===== config.mk =====
export PLATFORM = sky130hd
export DESIGN_NAME = rev_addn_seq_flat
export DESIGN_NICKNAME = d
export VERILOG_FILES = /design/src/rtl/rev_addn_seq_if.sv /design/src/rtl/rev_addn_seq.sv /design/src/flat_wrapper.sv
export SDC_FILE = /design/constraint.sdc
export NUM_CORES = 1
export LEC_CHECK = 0
export BUFFER_PORTS_ARGS = -buffer_cell sky130_fd_sc_hd__buf_2
export CAP_MARGIN = 20
export CORE_MARGIN = 2
export CORE_UTILIZATION = 50
export CTS_CLUSTER_SIZE = 40
export DETAILED_ROUTE_END_ITERATION = 6
export GPL_ROUTABILITY_DRIVEN = 0
export PLACE_DENSITY = 0.72
export SLEW_MARGIN = 20
export SYNTH_ARGS = -nofsm -noshare
export SYNTH_HDL_FRONTEND = slang
export SYNTH_SLANG_ARGS = --single-unit
export TNS_END_PERCENT = 30

===== constraint.sdc =====
create_clock -name clk -period 12.8 [get_ports clk]
set_clock_uncertainty 0.1 [all_clocks]
set_input_delay 0.64 -clock clk [delete_from_list [all_inputs] [get_ports clk]]
set_output_delay 0.64 -clock clk [all_outputs]
set_load 0.02 [all_outputs]

===== src/rtl/rev_addn_seq_if.sv =====
// Operand / result / backward-port bundle for rev_addn_seq.
// Every dual-rail field is carried as a true rail and a complement rail.
interface rev_addn_seq_if #(
  parameter int WIDTH = 16
);
  logic             in_valid;
  logic             in_ready;
  logic [WIDTH-1:0] a;
  logic [WIDTH-1:0] a_n;
  logic [WIDTH-1:0] b;
  logic [WIDTH-1:0] b_n;
  logic             cin;
  logic             cin_n;
  logic             out_valid;
  logic             out_ready;
  logic [WIDTH-1:0] s;
  logic [WIDTH-1:0] s_n;
  logic             cout;
  logic             cout_n;
  logic [WIDTH-1:0] a_b;
  logic [WIDTH-1:0] a_b_n;
  logic             bck_valid;
  logic             err_dr;
  logic             err_rev;

  // Operand staging side: drives operands and accepts results.
  modport master (
    output in_valid, a, a_n, b, b_n, cin, cin_n, out_ready,
    input  in_ready, out_valid, s, s_n, cout, cout_n,
           a_b, a_b_n, bck_valid, err_dr, err_rev
  );

  // Adder side.
  modport slave (
    input  in_valid, a, a_n, b, b_n, cin, cin_n, out_ready,
    output in_ready, out_valid, s, s_n, cout, cout_n,
           a_b, a_b_n, bck_valid, err_dr, err_rev
  );
endinterface


===== src/rtl/rev_addn_seq.sv =====
// Sequenced dual-rail reversible adder.
// Adds A + B + cin one SLICE-bit slice per cycle (LSB slice first), holds the
// sum for the consumer, then uncomputes MSB slice first, recovering A as
// s ^ b ^ c and clearing the stored sum/carry bits as it goes. The recovered
// A is presented on the backward port and compared with the latched A.
module rev_addn_seq #(
  parameter int WIDTH = 16,
  parameter int SLICE = 4
) (
  input  logic         clk,
  input  logic         rst_n,
  rev_addn_seq_if.slave bus
);

  localparam int K  = WIDTH / SLICE;
  localparam int CW = (K > 1) ? $clog2(K) : 1;
  localparam logic [CW-1:0] LAST = CW'(K - 1);

  generate
    if (SLICE < 1 || WIDTH < SLICE || (WIDTH % SLICE) != 0) begin : g_bad_param
      $error("rev_addn_seq: WIDTH must be a positive multiple of SLICE");
    end
  endgenerate

  typedef enum logic [2:0] {
    IDLE = 3'd0,
    FWD  = 3'd1,
    HOLD = 3'd2,
    BWD  = 3'd3,
    DONE = 3'd4
  } state_t;

  state_t           state_q, state_d;
  logic [CW-1:0]    cnt_q, cnt_d;
  logic [WIDTH-1:0] a_q, a_d;
  logic [WIDTH-1:0] b_q, b_d;
  logic [WIDTH-1:0] sum_q, sum_d;
  logic [WIDTH:0]   c_q, c_d;
  logic [WIDTH-1:0] a_rec_q, a_rec_d;
  logic             out_valid_q, out_valid_d;
  logic             bck_valid_q, bck_valid_d;
  logic             err_dr_q, err_dr_d;
  logic             err_rev_q, err_rev_d;
  logic             in_ok;

  // A rail vector is legal when every pair is exactly one-hot.
  function automatic logic rails_legal(input logic [WIDTH-1:0] t,
                                       input logic [WIDTH-1:0] f);
    return &(t ^ f);
  endfunction

  // Full-adder carry.
  function automatic logic maj(input logic x, input logic y, input logic z);
    return (x & y) | (z & (x ^ y));
  endfunction

  assign in_ok = rails_legal(bus.a, bus.a_n) & rails_legal(bus.b, bus.b_n) &
                 (bus.cin ^ bus.cin_n);

  // Next-state and datapath: one slice per cycle in FWD and BWD.
  always_comb begin
    state_d     = state_q;
    cnt_d       = cnt_q;
    a_d         = a_q;
    b_d         = b_q;
    sum_d       = sum_q;
    c_d         = c_q;
    a_rec_d     = a_rec_q;
    out_valid_d = 1'b0;
    bck_valid_d = 1'b0;
    err_dr_d    = 1'b0;
    err_rev_d   = 1'b0;

    case (state_q)
      IDLE: begin
        if (bus.in_valid) begin
          if (in_ok) begin
            a_d     = bus.a;
            b_d     = bus.b;
            c_d     = {{WIDTH{1'b0}}, bus.cin};
            sum_d   = '0;
            cnt_d   = '0;
            state_d = FWD;
          end else begin
            err_dr_d = 1'b1;
          end
        end
      end

      FWD: begin
        // Carry ripples through the active slice from c[i*SLICE].
        for (int k = 0; k < WIDTH; k++) begin
          if ((k / SLICE) == int'(cnt_q)) begin
            sum_d[k]  = a_q[k] ^ b_q[k] ^ c_d[k];
            c_d[k+1]  = maj(a_q[k], b_q[k], c_d[k]);
          end
        end
        if (cnt_q == LAST) begin
          state_d     = HOLD;
          out_valid_d = 1'b1;
        end else begin
          cnt_d = cnt_q + CW'(1);
        end
      end

      HOLD: begin
        if (bus.out_ready) begin
          state_d = BWD;
          cnt_d   = LAST;
        end else begin
          out_valid_d = 1'b1;
        end
      end

      BWD: begin
        // Lower-slice carry c[j*SLICE] is still intact because slices
        // are uncomputed from the top down.
        for (int k = 0; k < WIDTH; k++) begin
          if ((k / SLICE) == int'(cnt_q)) begin
            a_rec_d[k] = sum_q[k] ^ b_q[k] ^ c_q[k];
            sum_d[k]   = 1'b0;
            c_d[k+1]   = 1'b0;
          end
        end
        if (cnt_q == '0) begin
          state_d     = DONE;
          bck_valid_d = 1'b1;
          err_rev_d   = (a_rec_d != a_q);
        end else begin
          cnt_d = cnt_q - CW'(1);
        end
      end

      DONE: begin
        state_d = IDLE;
        cnt_d   = '0;
        a_d     = '0;
        b_d     = '0;
        sum_d   = '0;
        c_d     = '0;
        a_rec_d = '0;
      end

      default: begin
        state_d = IDLE;
      end
    endcase
  end

  // State, datapath and strobe registers; reset discards any transaction.
  always_ff @(posedge clk or negedge rst_n) begin
    if (!rst_n) begin
      state_q     <= IDLE;
      cnt_q       <= '0;
      a_q         <= '0;
      b_q         <= '0;
      sum_q       <= '0;
      c_q         <= '0;
      a_rec_q     <= '0;
      out_valid_q <= 1'b0;
      bck_valid_q <= 1'b0;
      err_dr_q    <= 1'b0;
      err_rev_q   <= 1'b0;
    end else begin
      state_q     <= state_d;
      cnt_q       <= cnt_d;
      a_q         <= a_d;
      b_q         <= b_d;
      sum_q       <= sum_d;
      c_q         <= c_d;
      a_rec_q     <= a_rec_d;
      out_valid_q <= out_valid_d;
      bck_valid_q <= bck_valid_d;
      err_dr_q    <= err_dr_d;
      err_rev_q   <= err_rev_d;
    end
  end

  // Outputs come only from registers; dual-rail outputs are null unless valid.
  assign bus.in_ready  = (state_q == IDLE);
  assign bus.out_valid = out_valid_q;
  assign bus.s         = out_valid_q ? sum_q : '0;
  assign bus.s_n       = out_valid_q ? ~sum_q : '0;
  assign bus.cout      = out_valid_q & c_q[WIDTH];
  assign bus.cout_n    = out_valid_q & ~c_q[WIDTH];
  assign bus.bck_valid = bck_valid_q;
  assign bus.a_b       = bck_valid_q ? a_rec_q : '0;
  assign bus.a_b_n     = bck_valid_q ? ~a_rec_q : '0;
  assign bus.err_dr    = err_dr_q;
  assign bus.err_rev   = err_rev_q;

endmodule


===== src/flat_wrapper.sv =====
// flat-port wrapper written by rule: the top's interface ports become plain ports
module rev_addn_seq_flat 
#(
  parameter int WIDTH = 16,
  parameter int SLICE = 4
)
  (clk, rst_n, bus_in_valid, bus_a, bus_a_n, bus_b, bus_b_n, bus_cin, bus_cin_n, bus_out_ready, bus_in_ready, bus_out_valid, bus_s, bus_s_n, bus_cout, bus_cout_n, bus_a_b, bus_a_b_n, bus_bck_valid, bus_err_dr, bus_err_rev);
  rev_addn_seq_if #(.WIDTH(WIDTH)) bus_i ();
  input  logic clk;
  input  logic rst_n;
  input wire logic [$bits(bus_i.in_valid)-1:0] bus_in_valid;
  input wire logic [$bits(bus_i.a)-1:0] bus_a;
  input wire logic [$bits(bus_i.a_n)-1:0] bus_a_n;
  input wire logic [$bits(bus_i.b)-1:0] bus_b;
  input wire logic [$bits(bus_i.b_n)-1:0] bus_b_n;
  input wire logic [$bits(bus_i.cin)-1:0] bus_cin;
  input wire logic [$bits(bus_i.cin_n)-1:0] bus_cin_n;
  input wire logic [$bits(bus_i.out_ready)-1:0] bus_out_ready;
  output wire logic [$bits(bus_i.in_ready)-1:0] bus_in_ready;
  output wire logic [$bits(bus_i.out_valid)-1:0] bus_out_valid;
  output wire logic [$bits(bus_i.s)-1:0] bus_s;
  output wire logic [$bits(bus_i.s_n)-1:0] bus_s_n;
  output wire logic [$bits(bus_i.cout)-1:0] bus_cout;
  output wire logic [$bits(bus_i.cout_n)-1:0] bus_cout_n;
  output wire logic [$bits(bus_i.a_b)-1:0] bus_a_b;
  output wire logic [$bits(bus_i.a_b_n)-1:0] bus_a_b_n;
  output wire logic [$bits(bus_i.bck_valid)-1:0] bus_bck_valid;
  output wire logic [$bits(bus_i.err_dr)-1:0] bus_err_dr;
  output wire logic [$bits(bus_i.err_rev)-1:0] bus_err_rev;
  assign bus_i.in_valid = bus_in_valid;
  assign bus_i.a = bus_a;
  assign bus_i.a_n = bus_a_n;
  assign bus_i.b = bus_b;
  assign bus_i.b_n = bus_b_n;
  assign bus_i.cin = bus_cin;
  assign bus_i.cin_n = bus_cin_n;
  assign bus_i.out_ready = bus_out_ready;
  assign bus_in_ready = bus_i.in_ready;
  assign bus_out_valid = bus_i.out_valid;
  assign bus_s = bus_i.s;
  assign bus_s_n = bus_i.s_n;
  assign bus_cout = bus_i.cout;
  assign bus_cout_n = bus_i.cout_n;
  assign bus_a_b = bus_i.a_b;
  assign bus_a_b_n = bus_i.a_b_n;
  assign bus_bck_valid = bus_i.bck_valid;
  assign bus_err_dr = bus_i.err_dr;
  assign bus_err_rev = bus_i.err_rev;
  rev_addn_seq #(.WIDTH(WIDTH), .SLICE(SLICE)) u_core (.clk(clk), .rst_n(rst_n), .bus(bus_i));
endmodule

### Word-level counts from Yosys, hierarchy flattened

Cells that the tools add are included.

* add/sub/neg operators: 2
* muxes and demuxes: 123
* equality and inequality tests: 24
* reductions and logical operators: 20
* bitwise gates (word level): 122

Operator list (count)
* $mux 16: 10
* $pmux 16 s4: 2
* $pmux 16 s2: 3
* $mux 1: 92
* $xor 1x1->1: 65
* $and 1x1->1: 36
* $mux 17: 2
* $not 16->16: 2
* $reduce_and 16->1: 2
* $xor 16x16->16: 2
* $reduce_and 5->1: 5
* $ne 2x1->1 const B: 11
* $ne 16x16->1: 1
* $or 1x1->1: 16
* $reduce_and 4->1: 4
* $mux 3: 5
* $pmux 3 s4: 1
* $mux 2: 5
* $pmux 2 s5: 1
* $ne 2x2->1 const B: 4
* $eq 3x2->1 const B: 2
* $reduce_and 6->1: 1
* $reduce_bool 5->1: 1
* $eq 2x2->1 const A: 2
* 13 further kinds: 16

* register bits: 90
* input port bits: 70
* word-level logic and storage cells: 310

### Logic depth before layout (Yosys ltp)

Gate-level depths: netlist of run 1.

* word-level depth: 65
* depth in mapped cells: 50
* gate-level depth less buffers: 48

### Worst setup path after synthesis of run 1

No wires, ideal clock.

* kind: reg2reg
* from: reg u_core.cnt_q[0]
* to: reg u_core.sum_q[15]
* data arrival time: 10.332 ns
* setup time: 0.136 ns
* setup slack: 2.232 ns
* stages on the path, launching flop included: 50
* required time: 12.564 ns
* period minus slack after synthesis: 10.568 ns
* buffers on the path: 3
* cell sequence: dfrtp_1 > or2_2 > clkbuf_1 > clkbuf_1 > buf_1 > a21oi_1 > fa_1 > nor2_1 > a21oi_1 > fa_1 > nor2_1 > a21oi_1 > fa_1 > nor2_1 > a21oi_1 > fa_1 > nor2_1 > a21oi_1 > [... 14 more ...] > a21oi_1 > fa_1 > nor2_1 > a21oi_1 > fa_1 > nor2_1 > a21oi_1 > fa_1 > nor2_1 > a21oi_1 > fa_1 > nor2_1 > a21oi_1 > fa_1 > o21ai_0 > fa_1 > inv_1 > o32ai_1

* longest elaborated chain between the ends: 62
* elaborated cells between the ends (all ways): 68
* classes of those cells: eq/ne (5); mux (32); bitwise (29); reduce/logical (2)

Ends and longest elaborated chain
* start: declaration: RTL line rev_addn_seq.sv:34 `logic [CW-1:0] cnt_q, cnt_d;`
* start signal: assignment: RTL line rev_addn_seq.sv:166 `cnt_q <= cnt_d;`
* $logic_not 2->1: RTL line rev_addn_seq.sv:93 `if ((k / SLICE) == int'(cnt_q)) begin`
* $mux 1: RTL line rev_addn_seq.sv:93
* $mux 1: RTL line rev_addn_seq.sv:74 `case (state_q)`
* $and 1x1->1: RTL line rev_addn_seq.sv:54 `return (x & y) | (z & (x ^ y));`
* $or 1x1->1: RTL line rev_addn_seq.sv:54
* $mux 1: RTL line rev_addn_seq.sv:93
* $mux 1: RTL line rev_addn_seq.sv:74
* $and 1x1->1: RTL line rev_addn_seq.sv:54
* [... 46 more ...]
* $mux 1: RTL line rev_addn_seq.sv:74
* $and 1x1->1: RTL line rev_addn_seq.sv:54
* $or 1x1->1: RTL line rev_addn_seq.sv:54
* $mux 1: RTL line rev_addn_seq.sv:93
* $mux 1: RTL line rev_addn_seq.sv:74
* $xor 1x1->1: RTL line rev_addn_seq.sv:94 `sum_d[k] = a_q[k] ^ b_q[k] ^ c_d[k];`
* $mux 1: RTL line rev_addn_seq.sv:93
* $pmux 16 s4: RTL line rev_addn_seq.sv:74
* end signal: assignment: RTL line rev_addn_seq.sv:169 `sum_q <= sum_d;`
* end: declaration: RTL line rev_addn_seq.sv:37 `logic [WIDTH-1:0] sum_q, sum_d;`

Parallel ways exist; a longest one is shown, timed or not. The select of a mux whose other input is x is not followed.
A chain may end at the register's enable or synchronous reset.

### Worst setup path after layout of run 1

* from: reg u_core.cnt_q[1]
* to: reg u_core.sum_q[15]

The elaborated chain is that of the path after synthesis.

==> impl_metrics.py, run 1 <==
metrics = {
    "finish": {
        "fin_nets": 856,
        "final_cell_mix": "139 x buf_2, 90 x dfrtp_1, 65 x nor2_1",
        "final_area_sq_um": 7004,
        "area_growth_pct": 16.89,
        "num_antenna_cells": 0,
        "final_cells": 918,
        "multi_input_area_sq_um": 3408,
        "drive_above_1_share_pct": 21.16,
        "final_common_cell": "buf_2",
        "n_fill_cell": 992,
        "seq_area_sq_um": 2252,
    },
    "worst_setup_path": {
        "arrival_ns": 11.50,
        "crit_type": "reg2reg",
        "critPathRequiredTime_ns": 12.91,
        "critPathMaxStageDelay_ns": 0.51,
        "cp_common_cell": "fa_1",
        "ff2ff_path_depth": 47,
        "critPathSlowestCell": "or2_2",
        "timing.rr.start": "u_core.cnt_q[1]$_DFFE_PN0P_",
        "start_kind": "flip-flop",
        "r2r_setup_slack_ns": 1.40,
        "crit_path_end_kind": "flip-flop",
        "critPathMaxFanout": 26,
        "rr_endpoint": "u_core.sum_q[15]$_DFFE_PN0P_",
    },
    "clock_network": {
        "cts_tree": "built",
        "ctsResizeCount": 0,
        "cts_max_level": 3,
        "postCtsSetupBuffers": 0,
        "cts_sinks": 90,
        "cts-root-to-sink-buffers": 2,
        "cts_made_buffers": 9,
        "clk_pin_slew_worst_paths_ns": 0.06,
        "cts_root_buf": "clkbuf_16",
        "clk_latency_ns": 0.34,
        "cts_hold_buf": 0,
    },
    "drt": {
        "drt-pass1-iter-count": 5,
        "routedWlPerCell_microns": 17.31,
        "vias_per_cell": 5.576,
        "drt-total-wl_microns": 15900,
        "vias": 5119,
        "drc": 0,
        "drtIter0Drc": 474,
        "drtAntennaViolNets": 0,
    },
    "global_route": {
        "grt_pass1_wl_microns": 25310,
        "antenna_found_initial": 0,
        "grt_max_degree": 62,
        "gr-total-overflow": 0,
        "grt_usage_pct": 25.59,
        "first_global_vias": 4821,
    },
    "timing": {
        "slew_headroom_pct": 40.36,
        "post-route-min-period_ns": 11.40,
        "fin_hold_ws_ns": 0.1232,
        "fin_ws_ns": 1.404,
        "fin_crit_sh_pct": 89.03,
        "finalHoldViolations": 0,
        "max_freq_mhz": 87.75,
        "final_max_slew_viol_count": 0,
        "setup_tns_ns": 0,
        "rsz0062_at_grt": "false",
        "setup_viol": 0,
        "worstMarginPinSlew_ns": 0.8923,
    },
    "synthesis": {
        "synth_nets": 734,
        "seq_area_frac_synth_pct": 37.59,
        "yosys.cell_types.count": 43,
        "synth.cell_area_sq_um": 5992,
        "synth_seq_cells": 90,
        "synth_edf_count": 0,
        "synthArstFlopShare_pct": 100.0,
        "synth_cells": 648,
        "yosysWarnings": 0,
        "synth_top_flop_cell": "dfrtp_1",
        "synth.avg_cell_area_sq_um": 9.247,
    },
    "power_and_ir_drop": {
        "power_density_nw_per_um2": 167.5,
        "clkPwrFrac_pct": 20.7,
        "power_switching_mw": 0.5157,
        "max-vdd-ir-drop_uv": 97.95,
        "p_comb_share_pct": 45.1,
        "p_leak_nw": 3.142,
        "p_seq_share_pct": 34.2,
        "netSwitchingFraction_pct": 43.95,
        "p_int_mw": 0.6576,
    },
    "placed_design": {
        "dp_cells": 902,
        "dp_hpwl_microns": 12330,
        "port_buffers": 140,
        "preCtsSetupSlack_ns": 1.511,
        "placed_area_sq_um": 6738,
    },
    "flow_run": {
        "maxCapViolCount": 0,
    },
    "floorplanning": {
        "die_h_microns": 113.5,
        "dieWidth_microns": 113.5,
        "core_area_sq_um": 11560,
        "io_pins": 141,
        "start_util_pct": 51.81,
        "rows": 39,
        "die_area_sq_um": 12880,
    },
    "min_path": {
        "hp-class": "in2async",
    },
    "outcome": {
        "status": "complete, no violations",
    },
}
## per-stage QoR
stage | util [%] | power, mW
2_1_floorplan | - | 0.7673
3_3_place_gp | 58.24 | 0.9186
3_5_place_dp | 58.26 | 0.9327
4_1_cts | 60.56 | 1.177
5_1_grt | 60.56 | 1.250
6_report | 60.56 | 1.173
## worst max-delay path, delay by kind of cell (launching register included)
kind / cells / cell delay [ns]
AND/OR/NAND/NOR: 15 / 2.24
flip-flops: 1 / 0.46
adder cells (fa/ha/maj): 15 / 6.83
buffers and inverters: 1 / 0.06
AO/OA/AOI/OAI: 16 / 1.52
## metal layers
metal  track usage [%]  wire length [microns]  vias to the layer above
li1                  -                      -                     2443
met1             37.89                   7171                     2392
met2             39.36                   7230                      254
met3             3.454                   1183                       30
met4             8.049                    310                        0
met5                 0                      0                        -
## power groups by stage
| stage | sequential [mW] | clock (mW) | combinational (mW) |
|---|---|---|---|
| 6_report | 0.402 | 0.242 | 0.529 |
| 5_1_grt | 0.414 | 0.262 | 0.574 |
| 4_1_cts | 0.402 | 0.247 | 0.528 |
| 3_5_place_dp | 0.407 | 0 | 0.526 |
| 3_3_place_gp | 0.402 | 0 | 0.517 |
| 2_1_floorplan | 0.372 | 0 | 0.395 |
## final cells by class
class                      count  share of cell area [%]
multi-input combinational    482                   48.66
inverter                      42                   2.251
tap                          143                   2.554
clock inverter                 2                  0.1786
clock buffer                  14                   3.626
timing repair buffer         145                   10.58
sequential                    90                   32.15
## kinds of logic after synthesis
| family | count (synthesis) | synth area share, % |
|---|---|---|
| flip-flops | 90 | 37.59 |
| multiplexers | 39 | 6.536 |
| buffers and inverters | 76 | 5.805 |
| AND/OR/NAND/NOR | 231 | 19.61 |
| AO/OA/AOI/OAI | 119 | 12.86 |
| XOR/XNOR | 77 | 12.26 |
| adder cells (fa/ha/maj) | 16 | 5.346 |
## how the worst max path moves through the flow
stage                                           start                           end  slack [ns]  cells past startpoint
after floorplan           u_core.cnt_q[0]$_DFFE_PN0P_  u_core.sum_q[15]$_DFFE_PN0P_        2.23                     49
after global placement    u_core.cnt_q[1]$_DFFE_PN0P_  u_core.sum_q[15]$_DFFE_PN0P_        1.83                     47
after detailed placement  u_core.cnt_q[1]$_DFFE_PN0P_  u_core.sum_q[15]$_DFFE_PN0P_        1.51                     47
after CTS                 u_core.cnt_q[1]$_DFFE_PN0P_  u_core.sum_q[15]$_DFFE_PN0P_        1.42                     47
after global routing      u_core.cnt_q[1]$_DFFE_PN0P_  u_core.sum_q[15]$_DFFE_PN0P_        0.77                     47
final                     u_core.cnt_q[1]$_DFFE_PN0P_  u_core.sum_q[15]$_DFFE_PN0P_        1.40                     47
## flip-flops by register name (all words and copies together) (netlist names)
| signal | cells |
|---|---|
| u_core.sum_q | 16 |
| u_core.bus.bck_valid | 1 |
| u_core.bus.err_dr | 1 |
| u_core.state_q | 3 |
| u_core.bus.out_valid | 1 |
| u_core.a_q | 16 |
| u_core.b_q | 16 |
| u_core.c_q | 17 |
| u_core.a_rec_q | 16 |
| u_core.bus.err_rev | 1 |
| u_core.cnt_q | 2 |
## cells in the mapped netlist, types with 5 or more instances
cell type   n  area (sq um)
o21ai_0    39         195.2
nor2b_1    39         244.0
nand3_1     8         40.04
mux2i_1    38         380.4
xor2_1     20         175.2
nor3_1     18         90.09
inv_1      42         157.7
nor4_1     12         75.07
and2_1     36         225.2
fa_1       16         320.3
o2bb2ai_1  24         210.2
nor2_1     65         244.0
dfrtp_1    90          2252
o32ai_1     5         43.79
nand2_1    36         135.1
clkbuf_1   25         93.84
a21oi_1    30         150.1
xnor2_1    53         464.2
a22o_1      5         43.79
No activity file was read; power rests on OpenSTA's default activity.
==> run 2: changes to the inputs <==
--- a/config.mk
+++ b/config.mk
@@ -5,6 +5,7 @@
 export SDC_FILE = /design/constraint.sdc
 export NUM_CORES = 1
 export LEC_CHECK = 0
+export ABC_AREA = 1
 export BUFFER_PORTS_ARGS = -buffer_cell sky130_fd_sc_hd__buf_2
 export CAP_MARGIN = 20
 export CORE_MARGIN = 2
@@ -12,7 +13,7 @@
 export CTS_CLUSTER_SIZE = 40
 export DETAILED_ROUTE_END_ITERATION = 6
 export GPL_ROUTABILITY_DRIVEN = 0
-export PLACE_DENSITY = 0.72
+export PLACE_DENSITY = 0.71
 export SLEW_MARGIN = 20
 export SYNTH_ARGS = -nofsm -noshare
 export SYNTH_HDL_FRONTEND = slang
==> run 2 against run 1 <==
Against the previous run: sequential power fell by 29%; sequential share of layout area fell by 3.2 points; sequential cell count did not move; largest cell class unchanged; routed wire length rose by 15%; highest routed layer unchanged; maximum frequency rose by 2.2%.
==> impl_metrics.py, run 2 <==
metrics = {
    "outcome": {
        "status": "complete, no violations",
    },
    "floorplanning": {
        "io_pins": 141,
        "start_util_pct": 50.80,
        "die_h_microns": 119.5,
        "dieWidth_microns": 119.5,
        "die_area_sq_um": 14290,
        "core_area_sq_um": 13140,
        "rows": 42,
    },
    "synthesis": {
        "synth_compound_area_share_pct": 2.400,
        "muxShareOfSynthArea_pct": 0,
        "yosys-top-cells-count": "357 x nand2_1, 126 x inv_1, 99 x nor2_1",
        "synth_cells": 995,
        "synth_most_common_cell": "nand2_1",
        "synthSimpleGateAreaFrac_pct": 45.01,
        "synth.cell_area_sq_um": 6674,
        "synth_top_flop_cell": "dfrtp_1",
        "synth-xor-area-share_pct": 3.412,
        "synth_seq_cells": 90,
        "synth_nets": 1081,
        "yosys.cell_types.count": 33,
        "synth_area_leaders": "dfrtp_1 34%, nand2_1 20%, inv_1 7.1%, nand3_1 6.3%, nor2_1 5.6%",
        "synthArstFlopShare_pct": 100.0,
        "synthAdderAreaFrac_pct": 4.799,
        "synth.avg_cell_area_sq_um": 6.707,
        "synth_edf_count": 0,
        "yosysWarnings": 0,
        "seq_area_frac_synth_pct": 33.75,
        "synth_top_family_by_area": "simple AND/OR/NAND/NOR gates",
        "synth_top_area_share_pct": 33.75,
        "yosys.area.top_type": "dfrtp_1",
    },
    "drt": {
        "vias_per_cell": 5.150,
        "drtIter0Drc": 495,
        "drt-total-wl_microns": 18270,
        "drt-pass1-iter-count": 5,
        "drc": 0,
        "drtAntennaViolNets": 0,
        "routedWlPerCell_microns": 14.12,
        "vias": 6664,
    },
    "finish": {
        "final_common_cell": "nand2_1",
        "area_growth_pct": 16.48,
        "num_antenna_cells": 0,
        "final_cells": 1294,
        "final_cell_mix": "357 x nand2_1, 139 x buf_2, 125 x inv_1",
        "multi_input_area_sq_um": 3715,
        "postLayoutCoreUtil_pct": 59.17,
        "largest_register_ffs": 17,
        "regMostFlops": "u_core.c_q",
        "seq_area_sq_um": 2252,
        "drive_above_1_share_pct": 19.23,
        "fin_nets": 1199,
        "n_fill_cell": 1268,
    },
    "placed_design": {
        "dp_cells": 1278,
        "dp_hpwl_microns": 14140,
        "port_buffers": 140,
        "preCtsSetupSlack_ns": 1.621,
    },
    "clock_network": {
        "cts_hold_buf": 0,
        "cts-root-to-sink-buffers": 2,
        "postCtsSetupBuffers": 0,
        "ctsResizeCount": 0,
        "cts_root_buf": "clkbuf_16",
        "cts_made_buffers": 9,
        "cts_tree": "built",
        "cts_max_level": 3,
        "clk_pin_slew_worst_paths_ns": 0.06,
        "cts_sinks": 90,
        "clk_latency_ns": 0.34,
    },
    "worst_setup_path": {
        "arrival_ns": 11.28,
        "critPathSlowestCell": "nor2_2",
        "timing.rr.start": "u_core.cnt_q[0]$_DFFE_PN0P_",
        "critPathRequiredTime_ns": 12.92,
        "critPathMaxStageDelay_ns": 0.48,
        "critPathMaxFanout": 16,
        "crit_path_end_kind": "flip-flop",
        "r2r_setup_slack_ns": 1.65,
        "rr_endpoint": "u_core.sum_q[15]$_DFFE_PN0P_",
        "start_kind": "flip-flop",
        "crit_type": "reg2reg",
        "ff2ff_path_depth": 48,
    },
    "global_route": {
        "gr-total-overflow": 0,
        "grt_usage_pct": 26.23,
        "grt_max_degree": 77,
        "first_global_vias": 5829,
        "grt_pass1_wl_microns": 29620,
        "antenna_found_initial": 0,
    },
    "timing": {
        "final_max_slew_viol_count": 0,
        "rsz0062_at_grt": "false",
        "post-route-min-period_ns": 11.15,
        "max_freq_mhz": 89.67,
        "fin_ws_ns": 1.648,
        "fin_hold_ws_ns": 0.2075,
        "slew_headroom_pct": 31.99,
        "setup_viol": 0,
        "worstMarginPinSlew_ns": 1.018,
        "setup_tns_ns": 0,
        "fin_crit_sh_pct": 87.12,
        "finalHoldViolations": 0,
    },
    "power_and_ir_drop": {
        "max-vdd-ir-drop_uv": 73.79,
        "power_switching_mw": 0.2002,
        "p_int_mw": 0.5038,
        "netSwitchingFraction_pct": 28.44,
        "power_density_nw_per_um2": 90.56,
        "p_comb_share_pct": 16.6,
        "p_seq_share_pct": 40.8,
        "clkPwrFrac_pct": 42.6,
        "p_leak_nw": 4.403,
    },
    "min_path": {
        "hp-class": "in2async",
    },
    "flow_run": {
        "maxCapViolCount": 0,
    },
}
run 2: cell count changes in the layout (fill, tap and decap cells not counted), moves of 18 or more:
| cell | before | now |
|---|---|---|
| nor2b_1 | 39 | 0 |
| nand4_1 | 4 | 58 |
| o21ai_0 | 39 | 21 |
| xnor2_1 | 53 | 9 |
| inv_1 | 42 | 125 |
| mux2i_1 | 38 | 0 |
| nand3_2 | 0 | 32 |
| nor2_1 | 65 | 98 |
| o2bb2ai_1 | 24 | 0 |
| and2_1 | 36 | 0 |
| nand2_1 | 36 | 357 |
| a21oi_1 | 30 | 2 |
| nand3_1 | 8 | 84 |
run 2: worst max path at each step:
stage | from | to | slack, ns | depth (start not counted)
floorplan | u_core.c_q[0]$_DFFE_PN0P_ | u_core.sum_q[15]$_DFFE_PN0P_ | 2.62 | 50
global placement | u_core.cnt_q[0]$_DFFE_PN0P_ | u_core.sum_q[15]$_DFFE_PN0P_ | 1.78 | 48
detailed placement | u_core.cnt_q[0]$_DFFE_PN0P_ | u_core.sum_q[15]$_DFFE_PN0P_ | 1.62 | 48
CTS | u_core.cnt_q[0]$_DFFE_PN0P_ | u_core.sum_q[15]$_DFFE_PN0P_ | 1.59 | 48
global route | u_core.cnt_q[0]$_DFFE_PN0P_ | u_core.sum_q[15]$_DFFE_PN0P_ | 0.67 | 48
finish | u_core.cnt_q[0]$_DFFE_PN0P_ | u_core.sum_q[15]$_DFFE_PN0P_ | 1.65 | 48
run 2: power by group through the flow:
stage	logic, mW	clock network (mW)	registers, mW
2_1_floorplan	0.0742	0	0.293
3_3_place_gp	0.115	0	0.293
3_5_place_dp	0.116	0	0.293
4_1_cts	0.116	0.304	0.287
5_1_grt	0.128	0.316	0.287
6_report	0.117	0.300	0.287
run 2: stage by stage:
| step | area (sq um) | total power [mW] |
|---|---|---|
| floorplan | 6674 | 0.3674 |
| global placement | 7438 | 0.4080 |
| detailed placement | 7438 | 0.4086 |
| CTS | 7774 | 0.7072 |
| global route | 7774 | 0.7318 |
| finish | 7774 | 0.7040 |
run 2: layout make-up:
class | instances | area share, %
inverter | 138 | 6.663
sequential | 90 | 28.97
clock buffer | 11 | 2.994
tap | 176 | 2.833
clock inverter | 5 | 1.320
timing repair buffer | 144 | 9.432
multi-input combinational | 730 | 47.79
run 2: layer usage:
layer | up-vias | GRT usage (%) | wire length [microns]
li1 | 3359 | - | -
met1 | 3047 | 38.17 | 8731
met2 | 236 | 40.75 | 8056
met3 | 22 | 3.660 | 1123
met4 | 0 | 8.088 | 361
met5 | - | 0 | 0
run 2: critical path, delay by kind of cell (launching register included):
family / cells / cell delay [ns]
AOI/OAI and AO/OA: 15 / 2.28
DFF: 1 / 0.45
adders and majority gates: 15 / 6.55
buffers and inverters: 1 / 0.06
and+or+nand+nor: 17 / 1.62
run 2: logic make-up (layout without fill, tap and decap cells):
family | after synthesis | after routing
XOR/XNOR | 26 | 26
AND/OR/NAND/NOR | 658 | 658
AO/OA/AOI/OAI | 30 | 30
flip-flops | 90 | 90
adder cells (fa/ha/maj) | 16 | 16
buffers and inverters | 175 | 298
